$ cat config.mk
export PLATFORM = sky130hd
export DESIGN_NAME = dram_controller_4164
export DESIGN_NICKNAME = d
export VERILOG_FILES = /design/src/rtl/dram_ctrl_pkg.sv /design/src/rtl/dram_refresh_timer.sv /design/src/rtl/dram_controller_4164.sv
export SDC_FILE = /design/constraint.sdc
export NUM_CORES = 1
export LEC_CHECK = 0
export CAP_MARGIN = 0
export CELL_PAD_IN_SITES_DETAIL_PLACEMENT = 0
export CELL_PAD_IN_SITES_GLOBAL_PLACEMENT = 1
export CORE_MARGIN = 5
export CORE_UTILIZATION = 45
export CTS_CLUSTER_DIAMETER = 40
export CTS_CLUSTER_SIZE = 12
export DETAILED_ROUTE_END_ITERATION = 8
export GPL_TIMING_DRIVEN = 0
export PLACE_DENSITY_LB_ADDON = 0.2
export SLEW_MARGIN = 20
export SYNTH_ARGS = -nofsm -noshare
export SYNTH_HDL_FRONTEND = slang
export SYNTH_SLANG_ARGS = --single-unit
export TNS_END_PERCENT = 100
$ cat constraint.sdc
create_clock -name C -period 4.4 [get_ports C]
set_input_delay 1.1 -clock C [delete_from_list [all_inputs] [get_ports C]]
set_output_delay 1.1 -clock C [all_outputs]
set_load 0.1 [all_outputs]
$ cat src/rtl/dram_ctrl_pkg.sv
// Shared definitions for the 4164 DRAM sequencing controller.
// Contents:
//   state_t            - controller FSM states
//   DEF_*              - default timing constants
//   PHASE_W            - width of the per-state phase counter
package dram_ctrl_pkg;

    typedef enum logic [2:0] {
        IDLE = 3'd0,
        ROW  = 3'd1,
        COL  = 3'd2,
        CAS  = 3'd3,
        REF  = 3'd4,
        PRE  = 3'd5
    } state_t;

    localparam int DEF_REFRESH_INTERVAL = 30;
    localparam int DEF_REF_BITS         = 7;
    localparam int DEF_CAS_CYCLES       = 2;
    localparam int DEF_REF_RAS_CYCLES   = 2;
    localparam int DEF_PRECHARGE_CYCLES = 2;

    // Phase counter covers CAS, REF and PRE dwell times; all are well under 256.
    localparam int PHASE_W = 8;

endpackage

$ cat src/rtl/dram_refresh_timer.sv
// Free-running refresh interval timer.
// Counts 0 .. REFRESH_INTERVAL-1 and wraps; each wrap raises the pending flag.
// Ports:
//   clk      in   clock
//   rst_n    in   asynchronous active-low reset
//   clear    in   controller accepted the pending refresh this cycle
//   pending  out  a refresh is owed
//   overrun  out  one-cycle pulse: interval expired while a refresh was still owed
module dram_refresh_timer #(
    parameter int REFRESH_INTERVAL = 30
) (
    input  logic clk,
    input  logic rst_n,
    input  logic clear,
    output logic pending,
    output logic overrun
);

    localparam int CNT_W = $clog2(REFRESH_INTERVAL);

    logic [CNT_W-1:0] count_q, count_d;
    logic             pending_q, pending_d;
    logic             wrap;

    always_comb begin
        wrap    = (count_q == CNT_W'(REFRESH_INTERVAL - 1));
        count_d = wrap ? '0 : count_q + CNT_W'(1);
        // A wrap always leaves a refresh owed, even if the old one is being
        // consumed in the same cycle: that is a fresh interval's refresh.
        pending_d = wrap | (pending_q & ~clear);
        // An old request being accepted this cycle is not an overrun.
        overrun   = wrap & pending_q & ~clear;
    end

    always_ff @(posedge clk or negedge rst_n) begin
        if (!rst_n) begin
            count_q   <= '0;
            pending_q <= 1'b0;
        end else begin
            count_q   <= count_d;
            pending_q <= pending_d;
        end
    end

    assign pending = pending_q;

endmodule

$ cat src/rtl/dram_controller_4164.sv
// Sequencing controller for a 4164-style 64Kx1 DRAM behind two 74157 muxes.
// Runs CPU accesses (ROW -> COL -> CAS -> PRE) and RAS-only refreshes
// (REF -> PRE) from an internal interval timer.
// Handshake: req is a level sampled only in IDLE together with wr; once
// sampled the access always completes and ack pulses for exactly one cycle
// in the last CAS cycle. The requester drops req after ack; a req still high
// in IDLE starts another access. A pending refresh beats req in IDLE.
// Ports:
//   C, nR             clock, asynchronous active-low reset
//   req, wr           access request and direction (1 = write)
//   ack, busy         access done pulse, controller not idle
//   ras_n/cas_n/we_n  DRAM strobes
//   mux_select        74157 select (0 = row half, 1 = column half)
//   mux_strobe_n      74157 enable, low only in ROW/COL/CAS
//   ref_addr_oe_n     refresh address driver enable, low only in REF
//   ref_addr          current refresh row
//   refresh_overrun   interval expired with a refresh still owed
//   dbg_state         current FSM state
module dram_controller_4164
    import dram_ctrl_pkg::*;
#(
    parameter int REFRESH_INTERVAL = DEF_REFRESH_INTERVAL,
    parameter int REF_BITS         = DEF_REF_BITS,
    parameter int CAS_CYCLES       = DEF_CAS_CYCLES,
    parameter int REF_RAS_CYCLES   = DEF_REF_RAS_CYCLES,
    parameter int PRECHARGE_CYCLES = DEF_PRECHARGE_CYCLES
) (
    input  logic                C,
    input  logic                nR,
    input  logic                req,
    input  logic                wr,
    output logic                ack,
    output logic                busy,
    output logic                ras_n,
    output logic                cas_n,
    output logic                we_n,
    output logic                mux_select,
    output logic                mux_strobe_n,
    output logic                ref_addr_oe_n,
    output logic [REF_BITS-1:0] ref_addr,
    output logic                refresh_overrun,
    output state_t              dbg_state
);

    localparam logic [PHASE_W-1:0] CAS_LAST = PHASE_W'(CAS_CYCLES - 1);
    localparam logic [PHASE_W-1:0] REF_LAST = PHASE_W'(REF_RAS_CYCLES - 1);
    localparam logic [PHASE_W-1:0] PRE_LAST = PHASE_W'(PRECHARGE_CYCLES - 1);

    state_t              state_q, state_d;
    logic [PHASE_W-1:0]  phase_q, phase_d;
    logic                wr_q, wr_d;
    logic [REF_BITS-1:0] ref_addr_q, ref_addr_d;
    logic                pending, clear;

    // Registered pin drivers so the DRAM and mux see glitch-free strobes.
    logic ras_n_q, ras_n_d, cas_n_q, cas_n_d, we_n_q, we_n_d;
    logic mux_select_q, mux_select_d, mux_strobe_n_q, mux_strobe_n_d;
    logic ref_addr_oe_n_q, ref_addr_oe_n_d, ack_q, ack_d, busy_q, busy_d;

    dram_refresh_timer #(
        .REFRESH_INTERVAL(REFRESH_INTERVAL)
    ) u_timer (
        .clk    (C),
        .rst_n  (nR),
        .clear  (clear),
        .pending(pending),
        .overrun(refresh_overrun)
    );

    // Next state.
    always_comb begin
        state_d    = state_q;
        phase_d    = phase_q;
        wr_d       = wr_q;
        ref_addr_d = ref_addr_q;
        clear      = 1'b0;
        case (state_q)
            IDLE: begin
                if (pending) begin
                    state_d = REF;
                    phase_d = '0;
                    clear   = 1'b1;
                end else if (req) begin
                    state_d = ROW;
                    wr_d    = wr;
                end
            end
            ROW: state_d = COL;
            COL: begin
                state_d = CAS;
                phase_d = '0;
            end
            CAS: begin
                if (phase_q == CAS_LAST) begin
                    state_d = PRE;
                    phase_d = '0;
                end else begin
                    phase_d = phase_q + PHASE_W'(1);
                end
            end
            REF: begin
                if (phase_q == REF_LAST) begin
                    state_d    = PRE;
                    phase_d    = '0;
                    ref_addr_d = ref_addr_q + REF_BITS'(1);
                end else begin
                    phase_d = phase_q + PHASE_W'(1);
                end
            end
            PRE: begin
                if (phase_q == PRE_LAST) begin
                    state_d = IDLE;
                    phase_d = '0;
                end else begin
                    phase_d = phase_q + PHASE_W'(1);
                end
            end
            default: begin
                state_d = IDLE;
                phase_d = '0;
            end
        endcase
    end

    // Pin values are decoded from the state being entered, so the registered
    // pins line up with the registered state.
    always_comb begin
        ras_n_d         = ~(state_d inside {ROW, COL, CAS, REF});
        cas_n_d         = ~(state_d == CAS);
        we_n_d          = ~((state_d inside {COL, CAS}) & wr_d);
        mux_select_d    = state_d inside {COL, CAS};
        mux_strobe_n_d  = ~(state_d inside {ROW, COL, CAS});
        ref_addr_oe_n_d = ~(state_d == REF);
        busy_d          = (state_d != IDLE);
        ack_d           = (state_d == CAS) && (phase_d == CAS_LAST);
    end

    always_ff @(posedge C or negedge nR) begin
        if (!nR) begin
            state_q         <= IDLE;
            phase_q         <= '0;
            wr_q            <= 1'b0;
            ref_addr_q      <= '0;
            ras_n_q         <= 1'b1;
            cas_n_q         <= 1'b1;
            we_n_q          <= 1'b1;
            mux_select_q    <= 1'b0;
            mux_strobe_n_q  <= 1'b1;
            ref_addr_oe_n_q <= 1'b1;
            ack_q           <= 1'b0;
            busy_q          <= 1'b0;
        end else begin
            state_q         <= state_d;
            phase_q         <= phase_d;
            wr_q            <= wr_d;
            ref_addr_q      <= ref_addr_d;
            ras_n_q         <= ras_n_d;
            cas_n_q         <= cas_n_d;
            we_n_q          <= we_n_d;
            mux_select_q    <= mux_select_d;
            mux_strobe_n_q  <= mux_strobe_n_d;
            ref_addr_oe_n_q <= ref_addr_oe_n_d;
            ack_q           <= ack_d;
            busy_q          <= busy_d;
        end
    end

    assign ras_n         = ras_n_q;
    assign cas_n         = cas_n_q;
    assign we_n          = we_n_q;
    assign mux_select    = mux_select_q;
    assign mux_strobe_n  = mux_strobe_n_q;
    assign ref_addr_oe_n = ref_addr_oe_n_q;
    assign ack           = ack_q;
    assign busy          = busy_q;
    assign ref_addr      = ref_addr_q;
    assign dbg_state     = state_q;

endmodule

* Yosys cells after proc, flatten, opt, wreduce, memory -nomap -nowiden
Cells that the tools add are included.
** Operators by class
- Add/sub/neg operators :: 3
- Equality and inequality tests :: 12
- Mux-type cells :: 14
- Bitwise gates (word level) :: 11
- Reductions and logical operators :: 9
** Operators by type and width (number)
- $pmux 8 s3 :: 1
- $eq 8x1->1 const B :: 2
- $mux 8 :: 2
- $pmux 3 s5 :: 1
- $eq 3x2->1 const B :: 4
- $mux 3 :: 4
- $eq 3x3->1 const B :: 3
- $add 8x1->8 const B :: 1
- $add 7x1->7 const B :: 1
- $eq 3x1->1 const B :: 2
- $not 1->1 :: 6
- $reduce_bool 3->1 :: 2
- $add 5x1->5 const B :: 1
- $eq 5x5->1 const B :: 1
- $mux 1 :: 5
- $mux 5 :: 1
- $and 1x1->1 :: 4
- $reduce_bool 4->1 :: 1
- $logic_not 3->1 :: 1
- $reduce_or 3->1 :: 1
- $reduce_and 2->1 :: 1
- $reduce_bool 2->1 :: 1
- $reduce_or 2->1 :: 1
- $logic_and 1x1->1 :: 1
- $or 1x1->1 :: 1
** Storage, ports and cells
- Register bits after elaboration :: 33
- Output and inout bits :: 19

* Logic depth before layout (Yosys ltp)
- Word-level depth :: 7
- Gate-level depth with buffers :: 8
- Mapped depth without buffers :: 7

* By module
A second synthesis with hierarchy kept.
** Unflattened totals
- Cells, all modules :: 167
- Area, all modules :: 1695.4 µm²
** Modules (own cells, without submodules)
- dram_controller_4164 :: instances 1, cells each 142, area each 1406.3 µm², sequential area each 681.9 µm²
- dram_refresh_timer :: instances 1, cells each 25, area each 289.0 µm², sequential area each 150.1 µm²

* Worst setup path after synthesis
Ideal clock, no wire load.
- Kind :: register to output
- Start :: register state_q[2] (netlist: dbg_state[2])
- End :: output refresh_overrun
- Data arrival time :: 2.903 ns
- Required time :: 3.300 ns
- Slack :: 0.397 ns
- Cell stages (with the launch flop) :: 5
- Cell sequence :: dfrtp_1 -> clkbuf_1 -> clkbuf_1 -> o21ai_0 -> nor2_1
** On the way
- Longest elaborated chain between the ends :: 4
** RTL lines
- from (decl) :: RTL line dram_controller_4164.sv:49 : state_t state_q, state_d;
- from (signal assigned) :: RTL line dram_controller_4164.sv:153 : state_q <= state_d;
- $logic_not 3->1 :: RTL line dram_controller_4164.sv:77 : case (state_q)
- $mux 1 :: RTL line dram_controller_4164.sv:77
- $not 1->1 :: RTL line dram_refresh_timer.sv:32 : overrun = wrap & pending_q & ~clear;
- $and 1x1->1 :: RTL line dram_refresh_timer.sv:32
- to (decl) :: RTL line dram_controller_4164.sv:41 : output logic refresh_overrun,
No other way between the ends.

* Final worst setup path
Ends and elaborated chain as after synthesis.

==> key figures <==
Route
  • DRC errors left: 0
  • DRT antenna net count: 0
  • Met1 wire length: approximately 1.6 mm
  • WL/cell: 13.7 µm
  • Drt pass-1 iters: 4
  • Drt via density: 5.30
  • Met2 Wirelength: around 1.5 mm
  • WL met3: 188 µm
  • Via count: 1289
  • WL final: 3.32 mm
  • Max Used Layer: met4
  • 1st-iter DRT viols: 57

Logic synthesis
  • Asr flop ratio synth: 100%
  • Largest area contributor in the netlist: dfrtp_1
  • Syn_nets: ~170
  • Syn Area/Cell: around 10 µm²
  • Post-synth EDFFs: 0
  • YS warnings: 0
  • Post-synthesis register bit count: 33
  • Synth cell types: 43
  • Synth area leaders: dfrtp_1, dfstp_2, nand2_1
  • Synthesized cell area: ~1700 µm²
  • Synth top area share: 41.8%
  • Ys flop type: dfrtp_1
  • Sequential fraction of the synthesis area: 49.6%
  • Synth Instances: approximately 170

Cells and area
  • Area growth from synthesis to layout: 22.5%
  • Number of diodes: 0
  • Fill cells: 346
  • Most frequent cells in the layout: dfrtp_1, clkdlybuf4s50_1, nand2_1
  • Final nets: 203
  • Fin util: 56.5%
  • Multi-input logic area: 783 µm²
  • Most common cell after layout, fill and taps aside: dfrtp_1
  • Share of layout cells above drive strength 1: a little over an eighth
  • Reg area: 832 µm²
  • Cell area after layout: 2050 µm²

Setup path
  • Reg-to-reg slack, setup: 2.02 ns
  • CP Launch Type: register
  • Endpoint class of the critical path: output port
  • Critical path type: register to output port
  • Critical path startpoint: dbg_state[2]
  • R2R cell count: 6
  • Critical path arrival: 2.78 ns
  • Critical R2R Capture: ref_addr[4]
  • Worst EP required: ~3.3 ns
  • Crit path max fanout: 10
  • Reg-to-Reg Start: phase_q[0]

Clock tree
  • # hold bufs at CTS: 0
  • CTS Root Cell: clkbuf_8
  • Post-cts resize count: 0
  • Clock-pin transition on the worst setup and hold timing paths: roughly 0.06 ns
  • Clk sinks: 33
  • H-tree Lvls: 2
  • CTS tree: yes
  • Worst-Skew Late Latency: 0.29 ns
  • Post-CTS setup buffer count: 0
  • CTS Buffer Depth: 2
  • Total CTS buffers: 5

Die
  • Effective utilization at floorplan: 46.1%
  • Die Ht: about 71 µm
  • # IOs: 23
  • Row count: 22
  • Die ar.: roughly 5000 µm²
  • Die X: 71.0 µm
  • Core area: 3630 µm²

Placement
  • Area after DPL: 1950 µm²
  • Final GP Congestion: about 0.79
  • Port-buffer cells: 22
  • Hpwl dp: roughly 2.4 mm

STA
  • Total Neg Setup Slack: 0 ns
  • Final Hold Fails: 0
  • Worst slew pin tran: 0.985 ns
  • RSZ-0062 raised after global routing: no
  • Worst Clk Skew: 0.00633 ns
  • Period minus WS final: 3.88 ns
  • Rel. slew slack: 34.1%
  • Final setup violation count: 0
  • Slew Viols, Final: 0
  • Max frequency: 258 MHz
  • Final period util: 88.2%
  • Final hold slack: 0.477 ns

Power and ir drop
  • PD cells: 707 nW/µm²
  • Leakage: around 0.00086 µW
  • Worst VDD drop: 0.226 mV

Worst hold path
  • HP Class: register to register
  • Hold path start: ref_addr[6]
  • Hold depth: 1
  • Worst Hold End: ref_addr[6]

Global route
  • First-pass GRT wire length: ~6 mm
  • GRT overflow: 0
  • Largest net degree at the start of global routing: 34
  • Vias in the first global route: 1248
  • Gr usage total: 14.6%
  • Initial antenna violation count: 0

Run status
  • Status: completed

Job
  • Max_cap viols: 0
power by group:
group	total (µW)	internal (µW)	switching, µW
clock network	250	141	108
registers	421	380	40.9
logic	782	212	569
total	1450	734	718
kinds of logic (layout without fill, tap and decap cells):
family	Yosys count	count (layout)	share of synthesized area, %
multiplexers	5	5	3.13
buffers and inverters	14	44	3.66
AND/OR/NAND/NOR	69	69	23.7
adder cells (fa/ha/maj)	5	5	3.73
XOR/XNOR	12	12	6.27
AO/OA/AOI/OAI	27	27	9.85
flip-flops	33	33	49.6
state kept, by name (all words and copies together), names as in the netlist:
register / cells
dbg_state: 3
u_timer.pending: 1
ref_addr_oe_n: 1
wr_q: 1
ack: 1
mux_strobe_n: 1
we_n: 1
phase_q: 8
mux_select: 1
busy: 1
ras_n: 1
ref_addr: 7
cas_n: 1
u_timer.count_q: 5
Yosys cell counts (2+ instances only):
| master | count |
|---|---|
| ha_1 | 5 |
| nand4_1 | 4 |
| or4_1 | 2 |
| inv_1 | 4 |
| mux2i_1 | 3 |
| o211ai_1 | 2 |
| o21ai_0 | 6 |
| nand2_1 | 18 |
| xor2_1 | 5 |
| and4_1 | 2 |
| nand2b_1 | 3 |
| nand3_1 | 9 |
| dfrtp_1 | 28 |
| xnor2_1 | 7 |
| nor2_1 | 12 |
| and2_1 | 3 |
| nor3_1 | 3 |
| o22ai_1 | 2 |
| clkbuf_1 | 8 |
| a31oi_1 | 3 |
| nand3b_1 | 2 |
| dfstp_2 | 5 |
| mux2_2 | 2 |
| a21oi_1 | 8 |
cell type report:
| class | count | share of cell area (%) |
|---|---|---|
| inverters | 4 | 0.731 |
| multi-input cells | 118 | 38.1 |
| flip-flops and latches | 33 | 40.5 |
| repair buffers | 22 | 10.5 |
| clock buffers | 7 | 4.69 |
| plain buffers | 10 | 2.25 |
| clock inverters | 1 | 0.244 |
| well taps | 48 | 2.93 |
layer usage:
layer	vias up	global-route usage (%)
met4	0	5.01
li1	633	-
met3	6	5.68
met5	-	0
met1	619	19.1
met2	31	22.2
per-stage QoR:
stage	power, µW	instances	worst slack [ns]
after CTS	1460	243	0.506
after global routing	1540	243	0.357
after floorplan	1030	165	0.397
after global placement	1200	235	0.830
after detailed placement	1210	235	0.844
final	1450	243	0.518
how the worst max path moves through the flow:
stage                      endpoint  slack [ns]  cells past startpoint
global route        refresh_overrun        0.36                      5
CTS                 refresh_overrun        0.51                      5
detailed placement  refresh_overrun        0.84                      5
global placement    refresh_overrun        0.83                      5
finish              refresh_overrun        0.52                      5
floorplan           refresh_overrun        0.40                      4
worst max-delay path: stages (launching register included):
cell and delay (ns):
dfrtp_1 0.34, clkbuf_1 0.32, clkbuf_1 0.35, o21ai_0 0.21
nor2_1 0.12, clkdlybuf4s50_1 1.15
Note: power is estimated with default switching activity, not from simulation.
